<file path="src/rtl/edge_impulse_generator_n.sv">
// Purpose : N-channel synchronised edge detector emitting fixed WIDTH-cycle pulses.
// Latency : z rises on the 3rd posedge after x changes (2-flop sync + edge register).
// Backpressure: none; edges arriving mid-pulse either restart it or set a sticky ovr flag.
//
// Ports:
//   clock     - system clock, all state updates on posedge
//   reset     - asynchronous active-high reset, clears every register
//   x         - N asynchronous level inputs, one per channel
//   mode      - edge select shared by all channels: 00 off, 01 rise, 10 fall, 11 both
//   clear_ovr - synchronous clear of all ovr bits (a same-cycle overrun wins)
//   z         - N registered pulse outputs, each high for WIDTH cycles per accepted edge
//   ovr       - N sticky overrun flags, set when an edge is dropped during a pulse
module edge_impulse_generator_n #(
  parameter int N         = 4,
  parameter int WIDTH     = 5,
  parameter bit RETRIGGER = 1'b0
) (
  input  logic         clock,
  input  logic         reset,
  input  logic [N-1:0] x,
  input  logic [1:0]   mode,
  input  logic         clear_ovr,
  output logic [N-1:0] z,
  output logic [N-1:0] ovr
);

  localparam int             CW       = $clog2(WIDTH + 1);
  localparam logic [CW-1:0]  CNT_LOAD = CW'(WIDTH);
  localparam logic [CW-1:0]  CNT_ONE  = CW'(1);

  typedef enum logic {
    IDLE  = 1'b0,
    PULSE = 1'b1
  } state_t;

  // s1/s2 form the metastability synchroniser; prev holds the previous
  // synchronised level so edges are detected purely from registered values.
  logic [N-1:0] s1;
  logic [N-1:0] s2;
  logic [N-1:0] prev;
  logic [N-1:0] rise;
  logic [N-1:0] fall;
  logic [N-1:0] ev;

  always_ff @(posedge clock or posedge reset) begin
    if (reset) begin
      s1   <= '0;
      s2   <= '0;
      prev <= '0;
    end else begin
      s1   <= x;
      s2   <= s1;
      prev <= s2;
    end
  end

  assign rise = s2 & ~prev;
  assign fall = ~s2 & prev;
  assign ev   = ({N{mode[0]}} & rise) | ({N{mode[1]}} & fall);

  for (genvar i = 0; i < N; i++) begin : g_ch
    state_t        state;
    logic [CW-1:0] cnt;
    logic          z_q;
    logic          ovr_q;

    always_ff @(posedge clock or posedge reset) begin
      if (reset) begin
        state <= IDLE;
        cnt   <= '0;
        z_q   <= 1'b0;
        ovr_q <= 1'b0;
      end else begin
        case (state)
          IDLE: begin
            if (ev[i]) begin
              state <= PULSE;
              cnt   <= CNT_LOAD;
              z_q   <= 1'b1;
            end
          end
          PULSE: begin
            if (ev[i] && RETRIGGER) begin
              // Restart in place: z stays high, no gap between pulses.
              cnt <= CNT_LOAD;
            end else if (cnt > CNT_ONE) begin
              cnt <= cnt - CNT_ONE;
            end else begin
              // Final pulse cycle; an edge seen here is dropped, not queued.
              state <= IDLE;
              cnt   <= '0;
              z_q   <= 1'b0;
            end
          end
          default: begin
            state <= IDLE;
            cnt   <= '0;
            z_q   <= 1'b0;
          end
        endcase

        // Setting takes priority so an overrun coincident with a clear is kept.
        if (state == PULSE && ev[i] && !RETRIGGER) begin
          ovr_q <= 1'b1;
        end else if (clear_ovr) begin
          ovr_q <= 1'b0;
        end
      end
    end

    assign z[i]   = z_q;
    assign ovr[i] = ovr_q;
  end

endmodule
</file>
<file path="config.mk">
export PLATFORM = sky130hd
export DESIGN_NAME = edge_impulse_generator_n
export DESIGN_NICKNAME = d
export VERILOG_FILES = /design/src/rtl/edge_impulse_generator_n.sv
export SDC_FILE = /design/constraint.sdc
export NUM_CORES = 1
export LEC_CHECK = 0
export BUFFER_PORTS_ARGS = -buffer_cell sky130_fd_sc_hd__buf_2
export CAP_MARGIN = 20
export CORE_UTILIZATION = 57
export CTS_CLUSTER_SIZE = 14
export DETAILED_ROUTE_END_ITERATION = 8
export MAX_ROUTING_LAYER = met4
export PLACE_DENSITY = 0.79
export SETUP_SLACK_MARGIN = 0.2
export SLEW_MARGIN = 30
export SYNTH_ARGS = -nofsm -noshare
export SYNTH_HDL_FRONTEND = slang
export SYNTH_SLANG_ARGS = --single-unit
</file>
<file path="constraint.sdc">
create_clock -name clock -period 1.6 [get_ports clock]
set_input_delay 0.24 -clock clock [delete_from_list [all_inputs] [get_ports clock]]
set_output_delay 0.24 -clock clock [all_outputs]
set_load 0.03 [all_outputs]
</file>
Word-level counts from Yosys, hierarchy flattened

Cells that the tools add are included.

Memories: 0
Flip-flop bits (word level): 36
Memory bits (read-only): 0
Bits in latches: 0
Word-level logic and storage cells: 99
Output and inout bits: 8
Memory bits (writable): 0
Input bits: 9

Div/mod/pow operators: 0
Reductions and logical operators: 12
$add $sub $neg: 4
Magnitude comparators: 4
Muxes and demuxes: 41
Equality and inequality tests: 8
Bitwise operators: 11
Multiply operators: 0
Shifts and indexed selects: 0

Operators by type and width:

| cell                  | count |
|---|---|
| $mux W3               | 8 |
| $pmux W3 S2           | 4 |
| $mux W1               | 21 |
| $and A4 B4 Y4         | 4 |
| $ne A2 B2 Y1 const B  | 8 |
| $pmux W1 S2           | 8 |
| $gt A3 B1 Y1 const B  | 4 |
| $sub A3 B1 Y3 const B | 4 |
| $not A4 Y4            | 2 |
| $reduce_and A2 Y1     | 4 |
| $reduce_bool A2 Y1    | 4 |
| $logic_and A1 B1 Y1   | 4 |
| $not A1 Y1            | 4 |
| $or A4 B4 Y4          | 1 |

Longest topological paths before layout

Gate-level depths: netlist of the first run.

Depth in word-level cells: 6
Mapped depth: 5
Mapped depth without buffers: 5

Least setup slack after synthesis of the first run

No wires, ideal clock.

Path type: register -> register
Start: register g_ch[1].cnt[0]
End: register g_ch[1].cnt[2]
Arrival: 1.232 ns
Setup time: 0.087 ns
Required time: 1.513 ns
Setup slack: 0.282 ns
Clock period less this slack: 1.318 ns
Stages on the path, launching flop included: 5
Path buffers: 0
Cells stage by stage: dfrtp_1 ha_1 o21ba_1 or3b_1 o211ai_1

Cells in the longest elaborated chain, start to end: 3

Ends and longest elaborated chain:

| item                                          | RTL line | text |
|---|---|---|
| from (decl)                                   | 63       | `logic [CW-1:0] cnt;` |
| from (signal assigned)                        | 87       | `cnt <= cnt - CNT_ONE;` |
| $sub A3 B1 Y3 or $gt A3 B1 Y1 (tied branches) | 87, 86   |  |
| $mux W3 (*)                                   | 86       | `end else if (cnt > CNT_ONE) begin` |
| $pmux W3 S2 (*)                               | 74       | `case (state)` |

Mark *: on every way between the ends. The rest lies on a longest branch, timed or not.
A chain may end at the register's enable or synchronous reset.

Worst setup path in the final report of the first run

Start: register g_ch[0].cnt[1]
End: register g_ch[0].cnt[2]

Cells in the longest elaborated chain, start to end: 3

Ends and longest elaborated chain:

| item                                          | RTL line |
|---|---|
| from (decl)                                   | 63 |
| from (signal assigned)                        | 87 |
| $sub A3 B1 Y3 or $gt A3 B1 Y1 (tied branches) | 87, 86 |
| $mux W3 (*)                                   | 86 |
| $pmux W3 S2 (*)                               | 74 |

Marked as above.

==> results of run 1 <==
how the worst max path moves through the flow:
stage                               from        endpoint  depth (start not counted)  slack (ns)
after global routing      g_ch[0].cnt[1]  g_ch[0].cnt[2]                          5        0.18
final                     g_ch[0].cnt[1]  g_ch[0].cnt[2]                          5        0.25
after floorplan           g_ch[1].cnt[0]  g_ch[1].cnt[2]                          4        0.28
after CTS                 g_ch[2].cnt[1]  g_ch[2].cnt[2]                          5        0.21
after detailed placement  g_ch[1].cnt[0]  g_ch[1].cnt[2]                          4        0.20
after global placement    g_ch[0].cnt[0]  g_ch[0].cnt[2]                          4        0.26
what timing repair did:
action                                  CTS  global route
setup buffers                             5             4
endpoints found under the setup margin    2             4
gates resized for setup                   1            17
hold buffers                              5             0
pin swaps                                 0             5
hold endpoints to repair                 40             0
per-stage QoR:
| step | hold WS [ns] | instances | util (%) | setup slack, ns |
|---|---|---|---|---|
| 2_1_floorplan | 0.2714 | 143 | - | 0.2819 |
| 3_5_place_dp | 0.3433 | 181 | 64.88 | 0.2005 |
| 6_report | 0.3126 | 203 | 74.73 | 0.2459 |
| 4_1_cts | 0.2980 | 199 | 71.45 | 0.2051 |
| 3_3_place_gp | 0.3323 | 181 | 64.88 | 0.2626 |
| 5_1_grt | 0.2892 | 203 | 74.73 | 0.1833 |
area by class of cell:
class,instances,share of cell area [%]
Clock buffer,6,2.133
Clock inverter,2,1.810
Inverter,13,2.650
Multi-Input combinational cell,85,33.94
Sequential cell,36,46.54
Tap cell,30,1.939
Timing Repair Buffer,31,10.99
cell families (layout without fill, tap and decap cells):
logic type                 count (synthesis)  count (layout)
buffers and inverters                     22              52
muxes                                      3               3
and+or+nand+nor                           33              33
DFF                                       36              36
AOI/OAI and AO/OA                         41              41
adders and majority gates                  8               8
worst max-delay path, cell delays in order, from the launching register on:
cell	delay (ns)
sky130_fd_sc_hd__dfrtp_1	0.38
sky130_fd_sc_hd__inv_2	0.08
sky130_fd_sc_hd__ha_4	0.15
sky130_fd_sc_hd__o21ba_4	0.22
sky130_fd_sc_hd__or3b_1	0.35
sky130_fd_sc_hd__o211ai_1	0.09
layer usage:
metal / wire length, um / vias up
met1: 1299 / 560
li1: - / 554
met4: 94 / 0
met3: 166 / 11
met5: 0 / -
met2: 1550 / 31
synth_stat cells, drive strengths merged:
cell type,count
o21ai,12
a22oi,5
o32ai,3
buf,9
dfrtp,36
o21bai,1
a32o,1
mux2i,3
inv,13
nor2,8
nor3,1
ha,8
nand2b,2
o211ai,3
nor2b,2
a21bo,1
a221o,1
a2bb2oi,3
a22o,4
nand3b,4
nand2,13
o21a,4
o21ba,3
or3b,3
power breakdown:
| group | internal, uW | leakage, uW | switching, uW |
|---|---|---|---|
| registers | 1200 | 0.000433 | 317 |
| clock network | 327 | 0.0000422 | 290 |
| logic | 770 | 0.000435 | 767 |
| total | 2300 | 0.000911 | 1370 |
state kept, by name, indices dropped and copies added (netlist names):
register,cells
g_ch.z_q,4
g_ch.ovr_q,4
g_ch.cnt,12
s2,4
prev,4
s1,4
g_ch.state,4
placed cells by master (no fill, tap or decap):
cell type,count
sky130_fd_sc_hd__dfrtp_1,36
sky130_fd_sc_hd__buf_2,16
sky130_fd_sc_hd__nand2_1,11
sky130_fd_sc_hd__inv_1,10
sky130_fd_sc_hd__nor2_1,8
sky130_fd_sc_hd__o21ai_1,8
sky130_fd_sc_hd__buf_4,8
sky130_fd_sc_hd__a22oi_1,5
sky130_fd_sc_hd__clkbuf_4,5
sky130_fd_sc_hd__dlygate4sd3_1,5
sky130_fd_sc_hd__nand3b_1,4
sky130_fd_sc_hd__o21a_1,4
sky130_fd_sc_hd__a22o_1,4
sky130_fd_sc_hd__o21ai_0,4
sky130_fd_sc_hd__o21ba_4,3
sky130_fd_sc_hd__o32ai_1,3
sky130_fd_sc_hd__mux2i_1,3
sky130_fd_sc_hd__a2bb2oi_1,3
sky130_fd_sc_hd__or3b_1,3
sky130_fd_sc_hd__o211ai_1,3
sky130_fd_sc_hd__ha_2,3
sky130_fd_sc_hd__ha_1,3
sky130_fd_sc_hd__inv_2,2
sky130_fd_sc_hd__nor2b_1,2
sky130_fd_sc_hd__nand2_2,2
sky130_fd_sc_hd__nand2b_1,2
sky130_fd_sc_hd__ha_4,2
sky130_fd_sc_hd__buf_6,2
sky130_fd_sc_hd__o21bai_1,1
sky130_fd_sc_hd__a21bo_1,1
sky130_fd_sc_hd__nor3_1,1
sky130_fd_sc_hd__a221o_1,1
sky130_fd_sc_hd__inv_4,1
sky130_fd_sc_hd__a32o_1,1
sky130_fd_sc_hd__bufinv_16,1
sky130_fd_sc_hd__clkbuf_1,1
sky130_fd_sc_hd__clkinv_2,1
==> impl_metrics.env, run 1 <==
export IMPL_grt_use_met2_pct=35.11
export IMPL_number_of_drc_violations_after_detailed_routing=0
export IMPL_worst_hold_startpoint="clear_ovr"
export IMPL_timing_max_slew_rel_slack_pct=71.19
export IMPL_cell_types_occupying_the_most_area_after_synthesis="sky130_fd_sc_hd__dfrtp_1 (56%), sky130_fd_sc_hd__ha_1 (6.2%), sky130_fd_sc_hd__buf_4 (4.2%), sky130_fd_sc_hd__inv_1 (3.0%), sky130_fd_sc_hd__nand2_1 (2.5%)"
export IMPL_drv_cap=0
export IMPL_number_of_input_and_output_port_buffers_inserted=16
export IMPL_yosysTopAreaCellShare_pct=55.51
export IMPL_synthSimpleGateAreaFrac_pct=10.49
export IMPL_synth_ff_latch_count=36
export IMPL_clkSlewWorstSetupHoldPaths_ns=0.11
export IMPL_power_density_nw_per_um2=1896
export IMPL_status="completed"
export IMPL_nets=189
export IMPL_finalSetupTns_ns=0
export IMPL_hold_viol_final=0
export IMPL_timing_fmax_mhz=738.5
export IMPL_yosys_area_share_adder_pct=6.168
export IMPL_die_width_um=55.36
export IMPL_gr_max_usage_layer="met2"
export IMPL_cp_max_fo=4
export IMPL_data_required_time_of_the_critical_path_ns=1.87
export IMPL_drt_iter0_markers=39
export IMPL_die_area_um2=3064
export IMPL_ctsRootBufferMaster="sky130_fd_sc_hd__clkbuf_4"
export IMPL_total_detailed_routing_wirelength_um=3111
export IMPL_detailed_place_area_um2=1680
export IMPL_leakagePower_uw=0.0009107
export IMPL_insertion_delay_ns=0.34
export IMPL_area_growth_pct=19.28
export IMPL_antenna_found_initial=0
export IMPL_antenna_diode_count=0
export IMPL_min_period_over_period_pct=84.63
export IMPL_groute_layer_met3_usage_pct=6.089
export IMPL_worstRegToRegCells=5
export IMPL_report_power_total_uw=3670
export IMPL_timing_rr_start="g_ch[0].cnt[1]"
export IMPL_final_layout_size_suffix_gt1_share_pct=26.59
export IMPL_post_synth_mux_area_share_pct=1.850
export IMPL_ir_drop_mv=1.425
export IMPL_drtAntennaViolNets=0
export IMPL_critical_path_endpoint_type="flip-flop"
export IMPL_syn_nets=160
export IMPL_first_global_vias=1136
export IMPL_syn_area_per_cell_um2=11.35
export IMPL_core_region_area_um2=2590
export IMPL_synth_yosys_seq_area_share_pct=55.51
export IMPL_routed_via_count=1156
export IMPL_vias_per_cell=5.695
export IMPL_slew_worst_pin_ns=0.4321
export IMPL_cts_root_to_sink_buffers=2
export IMPL_wire_per_inst_um=15.33
export IMPL_initial_utilization_pct=62.66
export IMPL_number_of_max_slew_violations_in_the_final_report=0
export IMPL_largest_net_degree_at_the_start_of_global_routing=37
export IMPL_placementRows=18
export IMPL_layout_area_seq_um2=900.9
export IMPL_unrepaired_setup_endpoints_after_global_routing="true"
export IMPL_timing_critical_path_arrival_ns=1.62
export IMPL_whs_path_depth=3
export IMPL_critical_path_class="flip-flop to flip-flop"
export IMPL_post_synth_instance_area_um2=1623
export IMPL_yosys_warnings=0
export IMPL_io_pins=17
export IMPL_min_period_ns=1.354
export IMPL_final_setup_viol_count=0
export IMPL_grt_usage_pct=22.20
export IMPL_cts_htree_levels=2
export IMPL_hold_end="g_ch[0].ovr_q"
export IMPL_synth_compound_gate_area_share_pct=18.81
export IMPL_grt_overflow_total=0
export IMPL_global_route_wire_length_before_repair_um=5002
export IMPL_die_y_um=55.36
export IMPL_fillers=174
export IMPL_cts_buffers=5
export IMPL_finalClockSkew_ns=0.01048
export IMPL_multi_input_comb_area_um2=656.9
export IMPL_final_design_area_no_fill_um2=1936
export IMPL_min_delay_path_class="input pin to flip-flop"
export IMPL_setup_reg_to_reg_worst_slack_ns=0.25
export IMPL_count_of_different_cell_masters_after_synthesis=27
export IMPL_post_synth_top_area_cell="sky130_fd_sc_hd__dfrtp_1"
export IMPL_worstSetupStartpointType="flip-flop"
export IMPL_cts_tree="yes"
export IMPL_routability_driven_placement_congestion_ratio=0.7546
export IMPL_synthXorXnorAreaFrac_pct=0
export IMPL_post_synth_inst_count=143
export IMPL_grtUsageMet1_pct=25.51
export IMPL_synth_top_family_by_area="compound AO/OA/AOI/OAI gates"
export IMPL_cts_sink_count=36
export IMPL_detailed_routing_iteration_count_for_the_pre_antenna_repair_pass=4
export IMPL_worst_r2r_endpoint="g_ch[0].cnt[2]"
export IMPL_dpl_hpwl_um=1960
(Power assumes the default switching activity.)
==> run 2, diff against run 1 <==
--- a/config.mk
+++ b/config.mk
@@ -7,11 +7,11 @@
 export LEC_CHECK = 0
 export BUFFER_PORTS_ARGS = -buffer_cell sky130_fd_sc_hd__buf_2
 export CAP_MARGIN = 20
-export CORE_UTILIZATION = 57
+export CORE_UTILIZATION = 51
 export CTS_CLUSTER_SIZE = 14
 export DETAILED_ROUTE_END_ITERATION = 8
 export MAX_ROUTING_LAYER = met4
-export PLACE_DENSITY = 0.79
+export PLACE_DENSITY = 0.74
 export SETUP_SLACK_MARGIN = 0.2
 export SLEW_MARGIN = 30
 export SYNTH_ARGS = -nofsm -noshare
==> constraint.sdc (replaced) <==
create_clock -name clock -period 1.15 [get_ports clock]
set_input_delay 0.1725 -clock clock [delete_from_list [all_inputs] [get_ports clock]]
set_output_delay 0.1725 -clock clock [all_outputs]
set_load 0.03 [all_outputs]
==> run 2 against run 1 <==
The flow now finishes with violations (setup timing). Design area up 25%. Routed wire length up 24%. Sequential share of layout area down 9.2 points. Final cell count up 19%. Core utilization up 5.1 points. Power up 85%. Register-to-register slack worse by 0.48 ns. Critical path type unchanged. Flip-flop and latch count unchanged. Sequential power up 43%. Clock skew up 0.0092 ns. Count of clock-buffer cells in the layout up 1. Fmax down 1.9%.
==> impl_metrics.env, run 2 (synthesized netlist as in run 1, its figures left out) <==
export IMPL_hold_viol_final=0
export IMPL_wire_per_inst_um=15.94
export IMPL_largest_net_degree_at_the_start_of_global_routing=21
export IMPL_post_route_worst_setup_slack_ns=-0.2309
export IMPL_ctsRootBufferMaster="sky130_fd_sc_hd__clkbuf_4"
export IMPL_fillers=164
export IMPL_worstSetupStartpointType="flip-flop"
export IMPL_io_pins=17
export IMPL_ir_drop_mv=1.705
export IMPL_layout_area_seq_um2=903.4
export IMPL_critical_path_endpoint_type="flip-flop"
export IMPL_detailed_routing_iteration_count_for_the_pre_antenna_repair_pass=4
export IMPL_worst_case_hold_slack_ns=0.2459
export IMPL_routed_via_count=1292
export IMPL_grt_overflow_total=0
export IMPL_hold_end="g_ch[0].ovr_q"
export IMPL_min_delay_path_class="input pin to flip-flop"
export IMPL_cts_tree="yes"
export IMPL_insertion_delay_ns=0.34
export IMPL_global_route_wire_length_before_repair_um=6113
export IMPL_antenna_found_initial=0
export IMPL_final_setup_viol_count=18
export IMPL_layout_common_cells="sky130_fd_sc_hd__dfrtp_1 (34), sky130_fd_sc_hd__buf_4 (25), sky130_fd_sc_hd__buf_6 (17)"
export IMPL_cts_root_to_sink_buffers=2
export IMPL_data_required_time_of_the_critical_path_ns=1.41
export IMPL_core_region_area_um2=3028
export IMPL_timing_max_slew_rel_slack_pct=72.63
export IMPL_worst_hold_startpoint="clear_ovr"
export IMPL_total_detailed_routing_wirelength_um=3858
export IMPL_largest_register="g_ch.cnt"
export IMPL_initial_utilization_pct=53.60
export IMPL_whs_path_depth=3
export IMPL_dpl_cell_count=207
export IMPL_number_of_drc_violations_after_detailed_routing=0
export IMPL_die_width_um=58.41
export IMPL_largest_register_ff_count=12
export IMPL_die_y_um=58.41
export IMPL_drt_iter0_markers=50
export IMPL_final_layout_size_suffix_gt1_share_pct=52.02
export IMPL_multi_input_comb_area_um2=822.0
export IMPL_grt_usage_pct=25.48
export IMPL_die_area_um2=3412
export IMPL_area_growth_pct=48.96
export IMPL_critical_path_origin="g_ch[1].cnt[0]"
export IMPL_drv_cap=0
export IMPL_final_common_cell="sky130_fd_sc_hd__dfrtp_1"
export IMPL_status="finished with violations"
export IMPL_min_period_ns=1.381
export IMPL_worstRegToRegCells=4
export IMPL_setup_reg_to_reg_worst_slack_ns=-0.23
export IMPL_min_period_over_period_pct=120.1
export IMPL_timing_critical_path_arrival_ns=1.65
export IMPL_layout_cells_non_filler=242
export IMPL_cts_htree_levels=2
export IMPL_power_density_nw_per_um2=2805
export IMPL_timing_fmax_mhz=724.2
export IMPL_cp_max_fo=4
export IMPL_finalClockSkew_ns=0.01972
export IMPL_number_of_input_and_output_port_buffers_inserted=16
export IMPL_timing_rr_start="g_ch[1].cnt[0]"
export IMPL_number_of_max_slew_violations_in_the_final_report=0
export IMPL_cts_sink_count=36
export IMPL_leakagePower_uw=0.001093
export IMPL_worst_r2r_endpoint="g_ch[1].cnt[2]"
export IMPL_violated_checks="setup timing"
export IMPL_routability_driven_placement_congestion_ratio=0.8080
export IMPL_placementRows=20
export IMPL_dpl_hpwl_um=2180
export IMPL_unrepaired_setup_endpoints_after_global_routing="true"
export IMPL_drtAntennaViolNets=0
export IMPL_nets=214
export IMPL_antenna_diode_count=0
export IMPL_slew_worst_pin_ns=0.4097
export IMPL_critical_path_class="flip-flop to flip-flop"
export IMPL_first_global_vias=1327
export IMPL_cts_buffers=5
export IMPL_clkSlewWorstSetupHoldPaths_ns=0.12
export IMPL_vias_per_cell=5.339
[run 2: cell count changes in the layout (fill, tap and decap cells not counted), moves of 4 or more]
cell,previous run,this run
sky130_fd_sc_hd__buf_6,2,17
sky130_fd_sc_hd__o21ai_1,8,2
sky130_fd_sc_hd__buf_4,8,25
sky130_fd_sc_hd__buf_2,16,8
sky130_fd_sc_hd__o21ai_0,4,0
sky130_fd_sc_hd__o21ai_2,0,8
[run 2: routing by layer]
layer / vias to the layer above / track usage (%) / share of wire, %
li1: 608 / - / -
met1: 647 / 29.28 / 40
met2: 33 / 43.02 / 55
met3: 4 / 7.253 / 3.8
met4: 0 / 8.503 / 0.80
met5: - / - / 0
[run 2: worst max-delay path by stage]
stage                      to  slack, ns
6_report       g_ch[1].cnt[2]      -0.23
5_1_grt        g_ch[1].cnt[2]      -0.29
4_1_cts        g_ch[1].cnt[2]      -0.23
3_5_place_dp   g_ch[1].cnt[2]      -0.21
3_3_place_gp   g_ch[1].cnt[2]      -0.12
2_1_floorplan  g_ch[1].cnt[2]      -0.14
[run 2: through the flow]
stage | setup slack [ns] | power, uW | TNS (ns) | area, um2 | utilization (%)
after floorplan | -0.1354 | 3709 | -0.4462 | 1669 | -
after global placement | -0.1167 | 4143 | -0.4768 | 1847 | 60.99
after detailed placement | -0.2123 | 4304 | -0.9483 | 1847 | 60.99
after CTS | -0.2287 | 6226 | -1.381 | 2273 | 75.08
after global routing | -0.2887 | 7204 | -2.821 | 2417 | 79.83
final | -0.2309 | 6780 | -1.809 | 2417 | 79.83
[run 2: timing repair]
action                                  4_1_cts  5_1_grt
pin swaps                                     6       15
hold endpoints to repair                     20        0
endpoints found under the setup margin       31       32
setup buffers                                14        8
gates resized for setup                      50       16
hold buffers                                  5        0
[run 2: area by class of cell]
class                      instances  area share [%]
clock inverter                     1           1.242
sequential                        36           37.37
timing repair buffer              56           20.24
tap                               44           2.277
inverter                          13           2.174
multi-input combinational         85           34.01
clock buffer                       7           2.692
[run 2: where the power goes]
group,internal [uW],switching [uW]
logic,2000,1600
registers,1670,500
clock network,577,429
[run 2: critical path, stage by stage (launching register included)]
cell,delay (ns)
sky130_fd_sc_hd__dfrtp_1,0.44
sky130_fd_sc_hd__ha_2,0.19
sky130_fd_sc_hd__o21ba_4,0.22
sky130_fd_sc_hd__or3b_1,0.35
sky130_fd_sc_hd__o211ai_1,0.11
